==> src/rtl/pipe_hazard_ctrl_if.sv <==
// Hazard-controller bundle: pipeline stage info in, stall/flush/forward controls out.
// master = pipeline datapath side, slave = pipe_hazard_ctrl.
interface pipe_hazard_ctrl_if #(
   parameter int REG_AW = 5,
   parameter int CNT_W  = 16
);
   logic              id_valid;
   logic              id_uses_rs;
   logic              id_uses_rt;
   logic [REG_AW-1:0] id_rs;
   logic [REG_AW-1:0] id_rt;
   logic              ex_valid;
   logic              ex_regwr;
   logic              ex_load;
   logic [REG_AW-1:0] ex_dest;
   logic              mem_valid;
   logic              mem_regwr;
   logic [REG_AW-1:0] mem_dest;
   logic              wb_valid;
   logic              wb_regwr;
   logic [REG_AW-1:0] wb_dest;
   logic              ex_redirect;
   logic              stall_if;
   logic              bubble_ex;
   logic              flush;
   logic [1:0]        fwd_a;
   logic [1:0]        fwd_b;
   logic [CNT_W-1:0]  stall_cnt;
   logic [CNT_W-1:0]  flush_cnt;
   logic              state;

   modport master (
      output id_valid, id_uses_rs, id_uses_rt, id_rs, id_rt,
      output ex_valid, ex_regwr, ex_load, ex_dest,
      output mem_valid, mem_regwr, mem_dest,
      output wb_valid, wb_regwr, wb_dest, ex_redirect,
      input  stall_if, bubble_ex, flush, fwd_a, fwd_b,
      input  stall_cnt, flush_cnt, state
   );

   modport slave (
      input  id_valid, id_uses_rs, id_uses_rt, id_rs, id_rt,
      input  ex_valid, ex_regwr, ex_load, ex_dest,
      input  mem_valid, mem_regwr, mem_dest,
      input  wb_valid, wb_regwr, wb_dest, ex_redirect,
      output stall_if, bubble_ex, flush, fwd_a, fwd_b,
      output stall_cnt, flush_cnt, state
   );
endinterface

==> src/rtl/pipe_hazard_ctrl.sv <==
// Pipeline hazard controller: RAW detection, load-use stall, branch squash,
// stall/flush performance counters.
// Build option PIPE_HAZARD_FORWARD_EN: enables MEM/WB operand forwarding so
// only load-use hazards stall; without it every RAW hazard stalls.
//
// state    | meaning
// ST_RUN   | normal issue; a redirect flushes this cycle and may enter ST_FLUSH
// ST_FLUSH | squashing the remaining BRANCH_PENALTY-1 fetch slots
module pipe_hazard_ctrl #(
   parameter int REG_AW         = 5,
   parameter int CNT_W          = 16,
   parameter int BRANCH_PENALTY = 2
) (
   input  logic              clk,
   input  logic              reset_n,
   pipe_hazard_ctrl_if.slave hz
);

   typedef enum logic {ST_RUN = 1'b0, ST_FLUSH = 1'b1} state_t;

   localparam logic [2:0] PEN_LOAD = 3'(BRANCH_PENALTY - 1);

   state_t           state_q;
   logic [2:0]       pen_q;
   logic [CNT_W-1:0] stall_cnt_q, stall_cnt_d;
   logic [CNT_W-1:0] flush_cnt_q, flush_cnt_d;

   logic [REG_AW-1:0] src_rs, src_rt;
   logic rd_rs, rd_rt;
   logic ex_wr, mem_wr, wb_wr;
   logic ex_rs, ex_rt, mem_rs, mem_rt, wb_rs, wb_rt;
   logic hazard, flush_w, stall_w;
   logic [1:0] fwd_a_w, fwd_b_w;

   assign src_rs = hz.id_rs;
   assign src_rt = hz.id_rt;
   assign rd_rs  = hz.id_valid & hz.id_uses_rs;
   assign rd_rt  = hz.id_valid & hz.id_uses_rt;

   // Writers targeting $0 are discarded here so $0 never matches anything.
   assign ex_wr  = hz.ex_valid  & hz.ex_regwr  & (hz.ex_dest  != '0);
   assign mem_wr = hz.mem_valid & hz.mem_regwr & (hz.mem_dest != '0);
   assign wb_wr  = hz.wb_valid  & hz.wb_regwr  & (hz.wb_dest  != '0);

   assign ex_rs  = rd_rs & ex_wr  & (hz.ex_dest  == src_rs);
   assign ex_rt  = rd_rt & ex_wr  & (hz.ex_dest  == src_rt);
   assign mem_rs = rd_rs & mem_wr & (hz.mem_dest == src_rs);
   assign mem_rt = rd_rt & mem_wr & (hz.mem_dest == src_rt);
   assign wb_rs  = rd_rs & wb_wr  & (hz.wb_dest  == src_rs);
   assign wb_rt  = rd_rt & wb_wr  & (hz.wb_dest  == src_rt);

`ifdef PIPE_HAZARD_FORWARD_EN
   // A load result is not available until after MEM, so only load-use must stall.
   assign hazard  = hz.ex_load & (ex_rs | ex_rt);
   assign fwd_a_w = mem_rs ? 2'b01 : (wb_rs ? 2'b10 : 2'b00);
   assign fwd_b_w = mem_rt ? 2'b01 : (wb_rt ? 2'b10 : 2'b00);
`else
   assign hazard  = ex_rs | ex_rt | mem_rs | mem_rt | wb_rs | wb_rt;
   assign fwd_a_w = 2'b00;
   assign fwd_b_w = 2'b00;
`endif

   // Squash beats stall: the stalled instruction is being thrown away anyway.
   assign flush_w = reset_n & ((state_q == ST_FLUSH) | hz.ex_redirect);
   assign stall_w = reset_n & ~flush_w & hazard;

   assign hz.flush     = flush_w;
   assign hz.stall_if  = stall_w;
   assign hz.bubble_ex = stall_w;
   assign hz.fwd_a     = reset_n ? fwd_a_w : 2'b00;
   assign hz.fwd_b     = reset_n ? fwd_b_w : 2'b00;
   assign hz.state     = (state_q == ST_FLUSH);
   assign hz.stall_cnt = stall_cnt_q;
   assign hz.flush_cnt = flush_cnt_q;

   // Saturating next-count for both performance counters.
   always_comb begin
      stall_cnt_d = stall_cnt_q;
      flush_cnt_d = flush_cnt_q;
      if (stall_w && (stall_cnt_q != '1)) stall_cnt_d = stall_cnt_q + CNT_W'(1);
      if (flush_w && (flush_cnt_q != '1)) flush_cnt_d = flush_cnt_q + CNT_W'(1);
   end

   // Branch-squash FSM; penalty counter counts down to terminal count 1.
   always_ff @(posedge clk) begin
      if (!reset_n) begin
         state_q <= ST_RUN;
         pen_q   <= '0;
      end else begin
         case (state_q)
            ST_RUN: begin
               if (hz.ex_redirect && (BRANCH_PENALTY > 1)) begin
                  state_q <= ST_FLUSH;
                  pen_q   <= PEN_LOAD;
               end
            end
            ST_FLUSH: begin
               if (pen_q == 3'd1) begin
                  state_q <= ST_RUN;
                  pen_q   <= '0;
               end else begin
                  pen_q <= pen_q - 3'd1;
               end
            end
            default: begin
               state_q <= ST_RUN;
               pen_q   <= '0;
            end
         endcase
      end
   end

   // Performance counter registers.
   always_ff @(posedge clk) begin
      if (!reset_n) begin
         stall_cnt_q <= '0;
         flush_cnt_q <= '0;
      end else begin
         stall_cnt_q <= stall_cnt_d;
         flush_cnt_q <= flush_cnt_d;
      end
   end

endmodule

==> src/flat_wrapper.sv <==
// flat-port wrapper written by rule: the top's interface ports become plain ports
module pipe_hazard_ctrl_flat 
#(
   parameter int REG_AW         = 5,
   parameter int CNT_W          = 16,
   parameter int BRANCH_PENALTY = 2
)
  (clk, reset_n, hz_id_valid, hz_id_uses_rs, hz_id_uses_rt, hz_id_rs, hz_id_rt, hz_ex_valid, hz_ex_regwr, hz_ex_load, hz_ex_dest, hz_mem_valid, hz_mem_regwr, hz_mem_dest, hz_wb_valid, hz_wb_regwr, hz_wb_dest, hz_ex_redirect, hz_stall_if, hz_bubble_ex, hz_flush, hz_fwd_a, hz_fwd_b, hz_stall_cnt, hz_flush_cnt, hz_state);
  pipe_hazard_ctrl_if #(.REG_AW(REG_AW), .CNT_W(CNT_W)) hz_i ();
  input  logic clk;
  input  logic reset_n;
  input wire logic [$bits(hz_i.id_valid)-1:0] hz_id_valid;
  input wire logic [$bits(hz_i.id_uses_rs)-1:0] hz_id_uses_rs;
  input wire logic [$bits(hz_i.id_uses_rt)-1:0] hz_id_uses_rt;
  input wire logic [$bits(hz_i.id_rs)-1:0] hz_id_rs;
  input wire logic [$bits(hz_i.id_rt)-1:0] hz_id_rt;
  input wire logic [$bits(hz_i.ex_valid)-1:0] hz_ex_valid;
  input wire logic [$bits(hz_i.ex_regwr)-1:0] hz_ex_regwr;
  input wire logic [$bits(hz_i.ex_load)-1:0] hz_ex_load;
  input wire logic [$bits(hz_i.ex_dest)-1:0] hz_ex_dest;
  input wire logic [$bits(hz_i.mem_valid)-1:0] hz_mem_valid;
  input wire logic [$bits(hz_i.mem_regwr)-1:0] hz_mem_regwr;
  input wire logic [$bits(hz_i.mem_dest)-1:0] hz_mem_dest;
  input wire logic [$bits(hz_i.wb_valid)-1:0] hz_wb_valid;
  input wire logic [$bits(hz_i.wb_regwr)-1:0] hz_wb_regwr;
  input wire logic [$bits(hz_i.wb_dest)-1:0] hz_wb_dest;
  input wire logic [$bits(hz_i.ex_redirect)-1:0] hz_ex_redirect;
  output wire logic [$bits(hz_i.stall_if)-1:0] hz_stall_if;
  output wire logic [$bits(hz_i.bubble_ex)-1:0] hz_bubble_ex;
  output wire logic [$bits(hz_i.flush)-1:0] hz_flush;
  output wire logic [$bits(hz_i.fwd_a)-1:0] hz_fwd_a;
  output wire logic [$bits(hz_i.fwd_b)-1:0] hz_fwd_b;
  output wire logic [$bits(hz_i.stall_cnt)-1:0] hz_stall_cnt;
  output wire logic [$bits(hz_i.flush_cnt)-1:0] hz_flush_cnt;
  output wire logic [$bits(hz_i.state)-1:0] hz_state;
  assign hz_i.id_valid = hz_id_valid;
  assign hz_i.id_uses_rs = hz_id_uses_rs;
  assign hz_i.id_uses_rt = hz_id_uses_rt;
  assign hz_i.id_rs = hz_id_rs;
  assign hz_i.id_rt = hz_id_rt;
  assign hz_i.ex_valid = hz_ex_valid;
  assign hz_i.ex_regwr = hz_ex_regwr;
  assign hz_i.ex_load = hz_ex_load;
  assign hz_i.ex_dest = hz_ex_dest;
  assign hz_i.mem_valid = hz_mem_valid;
  assign hz_i.mem_regwr = hz_mem_regwr;
  assign hz_i.mem_dest = hz_mem_dest;
  assign hz_i.wb_valid = hz_wb_valid;
  assign hz_i.wb_regwr = hz_wb_regwr;
  assign hz_i.wb_dest = hz_wb_dest;
  assign hz_i.ex_redirect = hz_ex_redirect;
  assign hz_stall_if = hz_i.stall_if;
  assign hz_bubble_ex = hz_i.bubble_ex;
  assign hz_flush = hz_i.flush;
  assign hz_fwd_a = hz_i.fwd_a;
  assign hz_fwd_b = hz_i.fwd_b;
  assign hz_stall_cnt = hz_i.stall_cnt;
  assign hz_flush_cnt = hz_i.flush_cnt;
  assign hz_state = hz_i.state;
  pipe_hazard_ctrl #(.REG_AW(REG_AW), .CNT_W(CNT_W), .BRANCH_PENALTY(BRANCH_PENALTY)) u_core (.clk(clk), .reset_n(reset_n), .hz(hz_i));
endmodule
==> config.mk <==
export PLATFORM = sky130hd
export DESIGN_NAME = pipe_hazard_ctrl_flat
export DESIGN_NICKNAME = d
export VERILOG_FILES = /design/src/rtl/pipe_hazard_ctrl_if.sv /design/src/rtl/pipe_hazard_ctrl.sv /design/src/flat_wrapper.sv
export SDC_FILE = /design/constraint.sdc
export NUM_CORES = 1
export LEC_CHECK = 0
export ABC_AREA = 1
export BUFFER_PORTS_ARGS = -buffer_cell sky130_fd_sc_hd__buf_2
export CORE_ASPECT_RATIO = 0.75
export CORE_MARGIN = 2
export CORE_UTILIZATION = 47
export DETAILED_ROUTE_END_ITERATION = 8
export HOLD_SLACK_MARGIN = 0.15
export PLACE_DENSITY = 0.77
export SLEW_MARGIN = 20
export SYNTH_ARGS = -nofsm -noshare
export SYNTH_HDL_FRONTEND = slang
export SYNTH_SLANG_ARGS = --single-unit
==> constraint.sdc <==
create_clock -name clk -period 1.6 [get_ports clk]
set_input_delay 0 -clock clk [delete_from_list [all_inputs] [get_ports clk]]
set_output_delay 0 -clock clk [all_outputs]
set_load 0.05 [all_outputs]
==> results of run 1 <==
-- worst reg2reg max path: stages (launching register included) --
cell       delay, ns
dfxtp_4         0.37
ha_4            0.15
nand2_4         0.07
nor2_4          0.16
nand2_2         0.10
inv_2           0.08
nand4_4         0.16
clkbuf_16       0.22
nand4_1         0.10
a21oi_1         0.07
-- power by group through the flow --
| stage | clock, mW | sequential (mW) | combinational, mW |
|---|---|---|---|
| global placement | 0 | 0.947 | 0.360 |
| detailed placement | 0 | 0.949 | 0.368 |
| global route | 0.783 | 0.932 | 0.446 |
| finish | 0.731 | 0.929 | 0.405 |
| CTS | 0.734 | 0.929 | 0.377 |
| floorplan | 0 | 0.978 | 0.212 |
-- routing by layer --
layer | track usage, % | vias to the layer above
li1 | - | 1578
met1 | 32.4 | 1415
met2 | 39.6 | 129
met3 | 4.24 | 16
met4 | 4.04 | 0
met5 | 0 | -
-- state kept, by name, summed over array words and instances (netlist names) --
register	cells
u_core.hz.state	1
u_core.pen_q	3
u_core.hz.stall_cnt	16
u_core.hz.flush_cnt	16
-- worst max path at each step --
stage,cells past startpoint,slack [ns],to,start
after global placement,8,0.06,u_core.hz.flush_cnt[5],u_core.hz.flush_cnt[0]
after global routing,10,-0.06,u_core.hz.flush_cnt[2],u_core.hz.flush_cnt[1]
final,9,0.0005,u_core.hz.stall_cnt[3],u_core.hz.stall_cnt[1]
after detailed placement,8,0.006,u_core.hz.flush_cnt[5],u_core.hz.flush_cnt[0]
after CTS,8,0.01,u_core.hz.flush_cnt[5],u_core.hz.flush_cnt[0]
after floorplan,9,-0.04,u_core.hz.flush_cnt[15],u_core.hz.state
-- cells in the mapped netlist, types with 3 or more instances --
cell and n:
nand3_2 3, nand2_1 133, nor2_2 4, nor2_1 54
a21oi_1 26, xor2_1 10, ha_1 4, nor3_1 8
clkbuf_1 3, buf_4 7, dfxtp_1 36, nand4_1 16
xnor2_1 7, inv_1 59, o21ai_0 14, nand2_2 3
nand3_1 32
-- layout make-up --
class | count | area share, %
clock buffer | 8 | 2.78
inverter | 61 | 6.46
multi-input combinational | 332 | 49.3
sequential | 36 | 21.4
tap | 75 | 2.60
timing repair buffer | 99 | 17.5
-- repair_timing --
item / 4_1_cts / 5_1_grt
endpoints found under the hold margin: 3 / 0
hold buffers: 2 / 0
cloned: 0 / 2
buffers inserted: 1 / 12
gates resized for setup: 3 / 32
setup endpoints to repair: 3 / 30
pin swaps: 1 / 15
-- logic make-up (layout without fill, tap and decap cells) --
group                      count (synthesis)  after routing
AOI/OAI and AO/OA                         46             46
other                                      1              4
adders and majority gates                  4              4
xor gates and xnor gates                  17             17
and+or+nand+nor                          260            261
DFF                                       36             36
buffers and inverters                     73            168
==> results.yml, run 1 <==
drt:
  routed-wl-met2_mm: 3.58
  topRoutingLayerUsed: "met4"
  route.met3.wl_um: 674
  drt.antenna.violating_nets: 0
  drt-wirelength-per-cell_um: 13.0
  first_pass_iters: 5
  post_drt_via_cell_ratio: 5.14
  met1Wirelength_mm: 3.58
  drc: 0
  vias: 3138
  wl_mm: 7.93
  drt_iter0_drc: 256
power:
  p_leak_nw: 1.80
  combinationalPowerShare_pct: 19.6
  sw_frac_of_total_pct: 29.9
  p_total_mw: 2.06
  vdd_drop_max_mv: 0.321
  power.switching_uw: 618
  clockPowerShare_pct: 35.4
  power_density_nw_per_um2: 573
  p_int_mw: 1.45
  seq_power_share_pct: 45.0
place:
  routabilityCongestion: 0.984
  portBuffers: 72
  dpl_cell_area_um2: 3210
  dp_hpwl_mm: 5.61
  place_ws_ns: 0.00574
  dp_cells: 586
timing:
  whs_ns: 0.152
  rsz0062_at_grt: "yes"
  period_needed_ns: 1.60
  tns_ns: 0
  finalHoldViolCount: 0
  slew_viol_final: 0
  max_freq_mhz: 625
  setup_violations: 0
  min_period_over_period_pct: 100
  postLayoutSetupSlackWorst_ns: 0.000498
  clock_skew_ns: 0.00318
min_path:
  worstHoldPathCells: 4
  min_from: "reset_n"
  holdCritPathClass: "primary input to flop"
  hold_end: "u_core.hz.flush_cnt[11]"
setup_path:
  crit_fanout: 7
  rrSetupSlack_ns: 0.0005
  crit_required_ns: 1.77
  worstPathCellList: "ha_4, nand2_4, nor2_4, nand2_2, inv_2, nand4_4, clkbuf_16, nand4_1, a21oi_1"
  worst_r2r_endpoint: "u_core.hz.stall_cnt[3]"
  cpPeakStageDelay_ns: 0.37
  crit_family: "simple AND/OR/NAND/NOR gates"
  cp_num_buf_inv: 2
  r2r-start: "u_core.hz.stall_cnt[1]"
  crit_type: "flop to flop"
  start_kind: "flop"
  cpMaxStageDelayCell: "dfxtp_4"
  rr_worst_depth: 9
  cp.arrival_ns: 1.77
  cp-end-kind: "flop"
synth:
  netlist_area_um2: 2620
  yosysUniqueCellTypes: 33
  synth_mux_area_share_pct: 0
  synth-compound-area-share_pct: 9.23
  synth_top_family_by_area: "simple AND/OR/NAND/NOR gates"
  netlist.area_leader.share_pct: 27.6
  synth_fa_ha_area_share_pct: 1.91
  synthXorXnorAreaFrac_pct: 5.69
  avgSynthCellArea_um2: 5.98
  synth.yosys.seq_area_share_pct: 27.6
  ys_ff_latch: 36
  synth-async-reset-ratio_pct: 0
  synth-edff-count: 0
  yosysTopAreaCell: "dfxtp_1"
  synthSimpleGateAreaFrac_pct: 43.6
  synth_area_leaders: "dfxtp_1, nand2_1, inv_1, nor2_1, nand3_1"
  ys.flop_type: "dfxtp_1"
  yosysWarningCount: 0
  syn_inst: 437
layout:
  antenna_cells: 0
  seqCellArea_um2: 769
  fin_cells: 611
  fillCellCount: 474
  final_cell_mix: "nand2_1, buf_2, inv_1"
  fin_util_pct: 67.3
  design_area_um2: 3600
  multi_input_area_um2: 1780
  fin_nets: 577
  final_common_cell: "nand2_1"
  drive_above_1_share_pct: 32.1
  area_growth_pct: 37.8
clocking:
  tritoncts: "built"
  clockBufferDepth: 2
  clk_pin_slew_ns: 0.07
  clk_latency_ns: 0.29
  cts_max_level: 2
  numClockSinks: 36
  numCtsBuffers: 5
  cts-root-buf: "clkbuf_8"
floorplanning:
  die_h_um: 68.6
  fp.dieW_um: 90.1
  rows: 23
  dieArea_um2: 6180
  core_um2: 5350
  start_util_pct: 48.9
  ios: 78
grt:
  grt_max_degree: 19
  grt.overflow.total: 0
  grt_pass1_wl_mm: 11.8
  first_global_vias: 2562
  track_usage_pct: 23.5
  antenna_found_initial: 0
outcome:
  status: "complete, no violations"
job:
  cap_violations: 0
No activity file was read; power rests on OpenSTA's default activity.
==> inputs of run 2 (changes only) <==
--- a/config.mk
+++ b/config.mk
@@ -5,14 +5,13 @@
 export SDC_FILE = /design/constraint.sdc
 export NUM_CORES = 1
 export LEC_CHECK = 0
-export ABC_AREA = 1
 export BUFFER_PORTS_ARGS = -buffer_cell sky130_fd_sc_hd__buf_2
 export CORE_ASPECT_RATIO = 0.75
 export CORE_MARGIN = 2
-export CORE_UTILIZATION = 47
+export CORE_UTILIZATION = 45
 export DETAILED_ROUTE_END_ITERATION = 8
 export HOLD_SLACK_MARGIN = 0.15
-export PLACE_DENSITY = 0.77
+export PLACE_DENSITY = 0.76
 export SLEW_MARGIN = 20
 export SYNTH_ARGS = -nofsm -noshare
 export SYNTH_HDL_FRONTEND = slang
==> run 2 against run 1 <==
Effect of this change: the flow now finishes with violations (negative setup slack); register-to-register slack got worse by 0.20 ns; worst hold slack improved by 0.075 ns; flip-flop and latch count stayed put; global-route usage rose by 2.1 points; utilization up 4.7 points; cell area shrank 3.2%; sequential power shrank 0.9%; synthesized area is 14% lower; non-clock buffer count is 45 higher; largest power group unchanged; highest routed layer unchanged.
==> results.yml, run 2 <==
synth:
  syn_inst: 276
  yosysMostFrequentCell: "dfxtp_1"
  avgSynthCellArea_um2: 8.11
  ys.flop_type: "dfxtp_1"
  netlist_area_um2: 2240
  yosysWarningCount: 0
  synth-async-reset-ratio_pct: 0
  yosysTopAreaCell: "dfxtp_1"
  synthTopCellsByCount: "dfxtp_1, xnor2_1, nor2_1"
  yosysUniqueCellTypes: 38
  synth_area_leaders: "dfxtp_1, xnor2_1, or3_1, nand3_1, nor2_1"
  synth.yosys.seq_area_share_pct: 32.2
  netlist.area_leader.share_pct: 32.2
  synth-edff-count: 0
  ys_ff_latch: 36
layout:
  drive_above_1_share_pct: 51.4
  fillCellCount: 360
  final_common_cell: "buf_2"
  fin_nets: 457
  antenna_cells: 0
  area_growth_pct: 55.7
  fin_cells: 476
  final_cell_mix: "buf_2, buf_4, xnor2_1"
setup_path:
  worstPathCellList: "nor3b_4, nand3_2, a21oi_2, a222oi_1, buf_4, clkinvlp_4, buf_6"
  crit_path_end: "hz_bubble_ex"
  cp_num_buf_inv: 3
  worst_r2r_endpoint: "u_core.hz.stall_cnt[0]"
  rrSetupSlack_ns: -0.20
  startpoint: "u_core.hz.state"
  rr_worst_depth: 7
  crit_required_ns: 1.60
  r2r-start: "u_core.hz.state"
  cpMaxStageDelayCell: "a222oi_1"
  path_depth: 7
  start_kind: "flop"
  crit_type: "flop to output port"
  crit_family: "buffers and inverters"
  crit_fanout: 15
  cp-end-kind: "output port"
  cp.arrival_ns: 1.83
  cpPeakStageDelay_ns: 0.43
job:
  cap_violations: 0
power:
  power_density_nw_per_um2: 570
  vdd_drop_max_mv: 0.465
  p_total_mw: 1.99
  p_leak_nw: 1.46
drt:
  route.met3.wl_um: 372
  topRoutingLayerUsed: "met4"
  drc: 0
  wl_mm: 7.11
  met1Wirelength_mm: 3.19
  drt-wirelength-per-cell_um: 14.9
  first_pass_iters: 6
  drt_iter0_drc: 200
  post_drt_via_cell_ratio: 5.47
  vias: 2603
  drt.antenna.violating_nets: 0
  routed-wl-met2_mm: 3.36
timing:
  slew_viol_final: 0
  clock_skew_ns: 0.00824
  rsz0062_at_grt: "yes"
  period_needed_ns: 1.83
  setup_violations: 19
  min_period_over_period_pct: 115
  finalHoldViolCount: 0
  max_freq_mhz: 545
  postLayoutSetupSlackWorst_ns: -0.233
  whs_ns: 0.227
floorplanning:
  start_util_pct: 46.2
  core_um2: 4840
  fp.dieW_um: 85.5
  die_h_um: 65.1
  rows: 22
  dieArea_um2: 5560
  ios: 78
grt:
  grt_pass1_wl_mm: 11.3
  track_usage_pct: 25.5
  first_global_vias: 2427
  grt_max_degree: 16
  grt.overflow.total: 0
  antenna_found_initial: 0
clocking:
  cts_max_level: 2
  tritoncts: "built"
  cts-root-buf: "clkbuf_8"
  numClockSinks: 36
  clk_pin_slew_ns: 0.07
  clk_latency_ns: 0.29
  numCtsBuffers: 5
  clockBufferDepth: 2
outcome:
  violations: "negative setup slack"
  status: "finished, violations left"
place:
  portBuffers: 72
  routabilityCongestion: 0.946
  dp_hpwl_mm: 4.88
  dp_cells: 449
min_path:
  holdCritPathClass: "primary input to flop"
==> run 2: changes by cell type after synthesis, sizes merged, moves of 3 or more <==
cell and change:
and4 +9, nand2 -122, nor2 -38, nand3 -15
clkbuf +4, xnor2 +28, nand4 -5, or3 +17
a21oi -4, and3 +6, nor3 -3, inv -50
==> run 2: metal layers <==
metal	track usage (%)	vias up
li1	-	1257
met1	34.2	1228
met2	40.0	98
met3	5.15	20
met4	11.1	0
met5	0	-
==> run 2: area by class of cell <==
| class | count | area, um^2 | area share (%) |
|---|---|---|---|
| clock inverters | 1 | 5.00 | 0.144 |
| well taps | 60 | 75.1 | 2.15 |
| flip-flops and latches | 36 | 768 | 22.0 |
| repair buffers | 144 | 951 | 27.3 |
| multi-input cells | 218 | 1570 | 45.0 |
| inverters | 10 | 41.3 | 1.18 |
| clock buffers | 7 | 76.3 | 2.19 |
==> run 2: how the worst min path moves through the flow <==
| stage | startpoint | end | slack [ns] | cells past startpoint |
|---|---|---|---|---|
| after floorplan | reset_n | u_core.hz.stall_cnt[1] | 0.12 | 1 |
| after global placement | reset_n | u_core.hz.stall_cnt[1] | 0.35 | 3 |
| after detailed placement | reset_n | u_core.hz.stall_cnt[1] | 0.35 | 3 |
| after CTS | reset_n | u_core.hz.flush_cnt[10] | 0.20 | 4 |
| after global routing | reset_n | u_core.hz.flush_cnt[10] | 0.25 | 4 |
| final | reset_n | u_core.hz.flush_cnt[13] | 0.23 | 4 |
==> run 2: cell families after synthesis <==
group	synth area share, %
other	0.167
buffers and inverters	5.42
adders and majority gates	2.23
DFF	32.2
xor gates and xnor gates	17.2
muxes	0.447
and+or+nand+nor	27.9
AOI/OAI and AO/OA	14.4
==> run 2: timing repair <==
action | CTS | global route
setup buffers | 9 | 10
pin swaps | 11 | 15
gates resized for setup | 19 | 31
gates cloned | 1 | 0
setup endpoints to repair | 25 | 30
hold buffers | 3 | 0
endpoints found under the hold margin | 4 | 0
==> run 2: worst register-to-register path, cell delays in order (launching register included) <==
cell and delay, ns:
dfxtp_4 0.36, nor3b_4 0.26, nand3_2 0.11, a21oi_2 0.14
a222oi_1 0.13, buf_4 0.22, or3_1 0.38, a21oi_2 0.14
==> run 2: power breakdown <==
group          switching (mW)  total (mW)  internal, mW
clock network           0.331       0.637         0.306
logic                   0.234       0.430         0.196
registers              0.0159       0.921         0.905
==> run 2: through the flow <==
stage	util, %	cell area (um^2)	worst slack [ns]	setup TNS (ns)
after floorplan	-	2370	-0.404	-5.14
after global placement	63.7	3090	-0.252	-4.31
after detailed placement	63.7	3090	-0.305	-5.45
after CTS	68.6	3320	-0.218	-3.53
after global routing	72.0	3490	-0.331	-4.81
final	72.0	3490	-0.233	-3.13
